**config.mk**
```make
export PLATFORM = sky130hd
export DESIGN_NAME = hazard_ctrl_flat
export DESIGN_NICKNAME = d
export VERILOG_FILES = /design/src/rtl/hazard_ctrl_if.sv /design/src/rtl/hazard_ctrl.sv /design/src/flat_wrapper.sv
export SDC_FILE = /design/constraint.sdc
export NUM_CORES = 1
export LEC_CHECK = 0
export BUFFER_PORTS_ARGS = -buffer_cell sky130_fd_sc_hd__buf_2
export CAP_MARGIN = 20
export CORE_MARGIN = 1.5
export CORE_UTILIZATION = 46
export DETAILED_ROUTE_END_ITERATION = 7
export PLACE_DENSITY_LB_ADDON = 0.3
export RECOVER_POWER = 50
export SLEW_MARGIN = 20
export SYNTH_ARGS = -nofsm -noshare
export SYNTH_HDL_FRONTEND = slang
export SYNTH_SLANG_ARGS = --single-unit
```
**constraint.sdc**
```tcl
create_clock -name clk -period 2.1 [get_ports clk]
set_input_delay 0.105 -clock clk [delete_from_list [all_inputs] [get_ports clk]]
set_output_delay 0.105 -clock clk [all_outputs]
set_load 0.03 [all_outputs]
```
**src/rtl/hazard_ctrl_if.sv**
```systemverilog
// Decode-side handshake between the pipeline (master) and the hazard sequencer (slave).
interface hazard_ctrl_if;
  logic        id_valid_i;
  logic [31:0] id_instr_i;
  logic        redirect_i;
  logic        stall_o;
  logic        flush_o;
  logic        ex_hold_o;
  logic [1:0]  fwd_rs1_sel_o;
  logic [1:0]  fwd_rs2_sel_o;
  logic [4:0]  ex_rd_o;
  logic [4:0]  mem_rd_o;
  logic [4:0]  wb_rd_o;
  logic        muldiv_busy_o;

  modport master (
    output id_valid_i, id_instr_i, redirect_i,
    input  stall_o, flush_o, ex_hold_o, fwd_rs1_sel_o, fwd_rs2_sel_o,
           ex_rd_o, mem_rd_o, wb_rd_o, muldiv_busy_o
  );

  modport slave (
    input  id_valid_i, id_instr_i, redirect_i,
    output stall_o, flush_o, ex_hold_o, fwd_rs1_sel_o, fwd_rs2_sel_o,
           ex_rd_o, mem_rd_o, wb_rd_o, muldiv_busy_o
  );
endinterface

```
**src/rtl/hazard_ctrl.sv**
```systemverilog
// EX-stage hazard sequencer: load-use stall, registered forward selects, redirect flush, MUL/DIV hold.
// Stall/flush/hold are combinational from current state; tags and selects update on each edge.
module hazard_ctrl #(
  parameter int MULDIV_LAT = 4
) (
  input  logic          clk,
  input  logic          rst,
  hazard_ctrl_if.slave  bus
);

  localparam int CW = ($clog2(MULDIV_LAT + 1) > 3) ? $clog2(MULDIV_LAT + 1) : 3;

  localparam logic [6:0] OP_R      = 7'b0110011;
  localparam logic [6:0] OP_I      = 7'b0010011;
  localparam logic [6:0] OP_LOAD   = 7'b0000011;
  localparam logic [6:0] OP_STORE  = 7'b0100011;
  localparam logic [6:0] OP_BRANCH = 7'b1100011;
  localparam logic [6:0] OP_JALR   = 7'b1100111;
  localparam logic [6:0] OP_JAL    = 7'b1101111;
  localparam logic [6:0] OP_LUI    = 7'b0110111;
  localparam logic [6:0] OP_AUIPC  = 7'b0010111;

  typedef enum logic {IDLE, BUSY} state_t;

  state_t        state;
  logic [CW-1:0] cnt;
  logic [4:0]    ex_rd, mem_rd, wb_rd;
  logic          ex_load;
  logic [1:0]    sel1, sel2;

  logic [6:0] opc;
  logic [4:0] rs1, rs2, rd, dec_rd;
  logic       use_rs1, use_rs2, wr_rd, is_load, is_md;
  logic       busy, ld_haz;
  logic       unused_funct3;

  assign opc           = bus.id_instr_i[6:0];
  assign rd            = bus.id_instr_i[11:7];
  assign rs1           = bus.id_instr_i[19:15];
  assign rs2           = bus.id_instr_i[24:20];
  assign unused_funct3 = ^bus.id_instr_i[14:12];

  always_comb begin
    use_rs1 = 1'b0;
    use_rs2 = 1'b0;
    wr_rd   = 1'b0;
    case (opc)
      OP_R:                begin use_rs1 = 1'b1; use_rs2 = 1'b1; wr_rd = 1'b1; end
      OP_I, OP_LOAD,
      OP_JALR:             begin use_rs1 = 1'b1; wr_rd = 1'b1; end
      OP_STORE, OP_BRANCH: begin use_rs1 = 1'b1; use_rs2 = 1'b1; end
      OP_LUI, OP_AUIPC,
      OP_JAL:              wr_rd = 1'b1;
      default:             ;
    endcase
  end

  assign dec_rd  = wr_rd ? rd : 5'd0;
  assign is_load = (opc == OP_LOAD);
  assign is_md   = (opc == OP_R) && (bus.id_instr_i[31:25] == 7'b0000001);

  assign busy   = (state == BUSY);
  assign ld_haz = bus.id_valid_i && ex_load && (ex_rd != 5'd0) &&
                  ((use_rs1 && rs1 == ex_rd) || (use_rs2 && rs2 == ex_rd));

  // Nearest producer wins: the EX instruction moves to MEM, the MEM one to WB.
  function automatic logic [1:0] fwd_sel(input logic used, input logic [4:0] src,
                                         input logic [4:0] exr, input logic [4:0] memr);
    if (!used || src == 5'd0) return 2'b00;
    if (src == exr)           return 2'b01;
    if (src == memr)          return 2'b10;
    return 2'b00;
  endfunction

  always_ff @(posedge clk) begin
    if (rst) begin
      state   <= IDLE;
      cnt     <= '0;
      ex_rd   <= 5'd0;
      ex_load <= 1'b0;
      mem_rd  <= 5'd0;
      wb_rd   <= 5'd0;
      sel1    <= 2'b00;
      sel2    <= 2'b00;
    end else if (bus.redirect_i) begin
      state   <= IDLE;
      cnt     <= '0;
      ex_rd   <= 5'd0;
      ex_load <= 1'b0;
      mem_rd  <= ex_rd;
      wb_rd   <= mem_rd;
      sel1    <= 2'b00;
      sel2    <= 2'b00;
    end else if (busy) begin
      // EX keeps its tag and selects; the MUL/DIV unit already latched its operands.
      mem_rd <= 5'd0;
      wb_rd  <= mem_rd;
      cnt    <= cnt - CW'(1);
      if (cnt == CW'(1)) state <= IDLE;
    end else if (ld_haz) begin
      ex_rd   <= 5'd0;
      ex_load <= 1'b0;
      mem_rd  <= ex_rd;
      wb_rd   <= mem_rd;
      sel1    <= 2'b00;
      sel2    <= 2'b00;
    end else begin
      mem_rd <= ex_rd;
      wb_rd  <= mem_rd;
      if (bus.id_valid_i) begin
        ex_rd   <= dec_rd;
        ex_load <= is_load;
        sel1    <= fwd_sel(use_rs1, rs1, ex_rd, mem_rd);
        sel2    <= fwd_sel(use_rs2, rs2, ex_rd, mem_rd);
        if (is_md && MULDIV_LAT > 1) begin
          cnt   <= CW'(MULDIV_LAT - 1);
          state <= BUSY;
        end
      end else begin
        ex_rd   <= 5'd0;
        ex_load <= 1'b0;
        sel1    <= 2'b00;
        sel2    <= 2'b00;
      end
    end
  end

  assign bus.stall_o       = !bus.redirect_i && (busy || ld_haz);
  assign bus.flush_o       = bus.redirect_i;
  assign bus.ex_hold_o     = busy;
  assign bus.muldiv_busy_o = busy;
  assign bus.fwd_rs1_sel_o = sel1;
  assign bus.fwd_rs2_sel_o = sel2;
  assign bus.ex_rd_o       = ex_rd;
  assign bus.mem_rd_o      = mem_rd;
  assign bus.wb_rd_o       = wb_rd;

endmodule

```
**src/flat_wrapper.sv**
```systemverilog
// flat-port wrapper written by rule: the top's interface ports become plain ports
module hazard_ctrl_flat 
#(
  parameter int MULDIV_LAT = 4
)
  (clk, rst, bus_id_valid_i, bus_id_instr_i, bus_redirect_i, bus_stall_o, bus_flush_o, bus_ex_hold_o, bus_fwd_rs1_sel_o, bus_fwd_rs2_sel_o, bus_ex_rd_o, bus_mem_rd_o, bus_wb_rd_o, bus_muldiv_busy_o);
  hazard_ctrl_if bus_i ();
  input  logic clk;
  input  logic rst;
  input wire logic [$bits(bus_i.id_valid_i)-1:0] bus_id_valid_i;
  input wire logic [$bits(bus_i.id_instr_i)-1:0] bus_id_instr_i;
  input wire logic [$bits(bus_i.redirect_i)-1:0] bus_redirect_i;
  output wire logic [$bits(bus_i.stall_o)-1:0] bus_stall_o;
  output wire logic [$bits(bus_i.flush_o)-1:0] bus_flush_o;
  output wire logic [$bits(bus_i.ex_hold_o)-1:0] bus_ex_hold_o;
  output wire logic [$bits(bus_i.fwd_rs1_sel_o)-1:0] bus_fwd_rs1_sel_o;
  output wire logic [$bits(bus_i.fwd_rs2_sel_o)-1:0] bus_fwd_rs2_sel_o;
  output wire logic [$bits(bus_i.ex_rd_o)-1:0] bus_ex_rd_o;
  output wire logic [$bits(bus_i.mem_rd_o)-1:0] bus_mem_rd_o;
  output wire logic [$bits(bus_i.wb_rd_o)-1:0] bus_wb_rd_o;
  output wire logic [$bits(bus_i.muldiv_busy_o)-1:0] bus_muldiv_busy_o;
  assign bus_i.id_valid_i = bus_id_valid_i;
  assign bus_i.id_instr_i = bus_id_instr_i;
  assign bus_i.redirect_i = bus_redirect_i;
  assign bus_stall_o = bus_i.stall_o;
  assign bus_flush_o = bus_i.flush_o;
  assign bus_ex_hold_o = bus_i.ex_hold_o;
  assign bus_fwd_rs1_sel_o = bus_i.fwd_rs1_sel_o;
  assign bus_fwd_rs2_sel_o = bus_i.fwd_rs2_sel_o;
  assign bus_ex_rd_o = bus_i.ex_rd_o;
  assign bus_mem_rd_o = bus_i.mem_rd_o;
  assign bus_wb_rd_o = bus_i.wb_rd_o;
  assign bus_muldiv_busy_o = bus_i.muldiv_busy_o;
  hazard_ctrl #(.MULDIV_LAT(MULDIV_LAT)) u_core (.clk(clk), .rst(rst), .bus(bus_i));
endmodule
```
==> results.toml <==
[worst_setup_path]
path_class = "reg -> out"
critical_path.max_fanout = 4
regToRegSetupSlack_ps = 290
slowest_delay_ps = 530
slowest_stage = "or4_1"
reg2regPathDepth = 4
reg2reg_from = "u_core.bus.ex_rd_o[1]"
crit_path_cell_trace = "or4_1, o2111a_2, o21ai_4, a21oi_2, buf_4"
startpoint_type = "register"
arrival_ps = 1930
worstReg2RegEnd = "u_core.bus.fwd_rs2_sel_o[0]"
cp-end-kind = "output port"
required_ps = 2000

[yosys]
ys_ff_latch = 24
synthTopCellsByArea = "dfxtp_1 (37%), xor2_1 (11%), o21ai_0 (4.3%), nand2_1 (3.8%), xnor2_1 (3.4%)"
synth_top_area_share_pct = 37.46
synth-seq-area-share_pct = 37.46
syn_inst = 143
yosys.area.top_type = "dfxtp_1"
syn_avg_cell_area_um2 = 8.968
syn_nets = 181
async_flop_share_pct = 0
yosysWarnings = 0
ys.flop_type = "dfxtp_1"
synth_cell_type_count = 41
synth_area_um2 = 1282
synth_enable_flop_cells = 0

[routing]
drc = 0
vias = 1316
via_per_inst = 5.648
post_drt_wl_per_cell_um = 15.27
first_pass_iters = 4
ant_nets = 0
drt_iter0_markers = 49
wirelength_um = 3559

[power_and_ir_drop]
power_density_nw_per_um2 = 536.0
finalPower_mw = 0.8953
leakage_nw = 0.7079
peakVddDrop_mv = 0.4581

[sta]
setup_tns_ps = 0
fin_crit_sh_pct = 96.99
worst_slack_ps = 63.25
worst_slew_pin_slew_ps = 471.0
slew_headroom_pct = 68.36
hold_viol = 0
fmax_ghz = 0.4910
setup_viol = 0
fin_crit_ps = 2037
grt_setup_unrepaired = "false"
maxSlewViolCount = 0
fin_skew_ps = 4.023

[run_status]
status = "finished clean"

[clock_tree]
cts_tree = "yes"
postCtsHoldBufs = 0
numCtsBuffers = 3
clk-insertion-delay-late_ps = 330
cts.sinks = 24
htree_num_levels = 1
cts.clk_slew.worst_paths_ps = 140
clk_path_buf_depth = 2
clockRootBuffer = "clkbuf_4"

[die]
die_w_um = 55.80
start_util_pct = 49.95
num_io_pins = 59
die_area_um2 = 3114
fp.dieH_um = 55.80
core-area_um2 = 2567
rows = 18

[layout]
antenna_cells = 0
syn_to_final_growth_pct = 30.24
nNetsFinal = 242
drive_above_1_share_pct = 32.51
layout.cells.non_filler = 233

[min_path]
holdPathEnd = "u_core.bus.ex_rd_o[4]"
hold_depth = 3
hold_path.class = "in -> reg"
hold_start = "bus_id_instr_i[11]"

[global_routing]
grt_overflow_total = 0
track_usage_pct = 23.11
grt_max_degree = 15
antenna_found_initial = 0
grt_pass1_vias = 1280
grt_pass1_wl_um = 5685

[placement]
post-place-ws_ps = 369.0
gp_congestion = 0.8513
dp_hpwl_um = 2648
portBuffers = 55
dp.cells = 226

[run]
drv_cap = 0
## cell usage in the layout, fill, tap and decap left out, drive strengths merged, types with 2 or more instances in the layout
cell type | netlist | routed
buf | 3 | 47
o211ai | 2 | 2
xnor2 | 5 | 5
a21oi | 3 | 3
o21ai | 12 | 12
nor4 | 4 | 4
or4 | 3 | 3
and2 | 6 | 6
nor2 | 3 | 3
clkbuf | 1 | 16
nand4b | 2 | 2
nand3 | 8 | 8
o31ai | 2 | 2
nand2 | 13 | 13
nor3 | 6 | 6
xor2 | 16 | 16
nor2b | 5 | 5
nand3b | 2 | 2
a211oi | 2 | 2
inv | 5 | 5
dfxtp | 24 | 24
ha | 2 | 2
## cell type report
| cell class | instances | area [um2] |
|---|---|---|
| Clock buffer | 3 | 22.52 |
| Fill cell | 240 | 897.1 |
| Sequential cell | 24 | 489.2 |
| Multi-Input combinational cell | 110 | 773.2 |
| Inverter | 5 | 18.77 |
| Clock inverter | 1 | 30.03 |
| Tap cell | 30 | 37.54 |
| Timing Repair Buffer | 60 | 299.0 |
## sequential cells by signal, summed over array words and instances, names as in the netlist
name and cells:
u_core.bus.ex_hold_o 1, u_core.bus.wb_rd_o 5, u_core.cnt 3, u_core.bus.mem_rd_o 5, u_core.bus.ex_rd_o 5, u_core.bus.fwd_rs2_sel_o 2
u_core.bus.fwd_rs1_sel_o 2, u_core.ex_load 1
## layer usage
metal  GRT usage, %  wire (um)  vias to the layer above
met5              0          0                        -
met4          9.756         62                        0
met3          3.721        208                        7
met2          41.84       1869                       52
met1          26.67       1419                      622
li1               -          -                      635
## synth_stat cells, drive strengths merged (2+ instances only)
cell    number
a211oi       2
a21oi        3
and2         6
buf          3
dfxtp       24
ha           2
inv          5
nand2       13
nand3        8
nand3b       2
nand4b       2
nor2         3
nor2b        5
nor3         6
nor4         4
o211ai       2
o21ai       12
o31ai        2
or4          3
xnor2        5
xor2        16
## per-stage QoR
| stage | instance area [um2] | util (%) | hold WS (ps) |
|---|---|---|---|
| 2_1_floorplan | 1282 | - | 176.6 |
| 3_3_place_gp | 1587 | 61.79 | 360.5 |
| 3_5_place_dp | 1587 | 61.79 | 367.2 |
| 4_1_cts | 1642 | 63.94 | 3.865 |
| 5_1_grt | 1670 | 65.06 | 17.17 |
| 6_report | 1670 | 65.06 | 0.01019 |
## report_power, final
part | internal (mW) | switching [mW]
Combinational | 0.0426 | 0.0524
Sequential | 0.455 | 0.000862
Clock | 0.193 | 0.151
## critical path, delay by kind of cell (launching register included)
family | cells | cell delay, ps
simple gates | 1 | 530
compound gates | 3 | 510
flops | 1 | 380
buf+inv | 1 | 170
## worst max path at each step
stage                     cells past startpoint     endpoint                  start  slack (ps)
final                                         5  bus_stall_o  u_core.bus.ex_rd_o[1]          60
after global routing                          5  bus_stall_o  u_core.bus.ex_rd_o[1]           4
after CTS                                     5  bus_stall_o  u_core.bus.ex_rd_o[1]          10
after detailed placement                      7  bus_stall_o      bus_id_instr_i[2]         370
after global placement                        5  bus_stall_o  u_core.bus.ex_rd_o[1]         400
after floorplan                               5  bus_stall_o  u_core.bus.ex_rd_o[1]         250
## kinds of logic (layout without fill, tap and decap cells)
family                     count (synthesis)  in the layout  share of synthesized area (%)
muxes                                      1              1                         0.7805
adders and majority gates                  2              2                          1.951
AOI/OAI and AO/OA                         29             29                          16.29
DFF                                       24             24                          37.46
buffers and inverters                      9             69                          3.316
and+or+nand+nor                           57             57                          25.85
xor gates and xnor gates                  21             21                          14.34
## timing repair
action,in CTS,in global routing
pin swaps,0,1
resized for setup,2,10
buffers inserted,0,3
setup endpoints to repair,1,1
endpoints found under the hold margin,0,0
(Power assumes the default switching activity.)
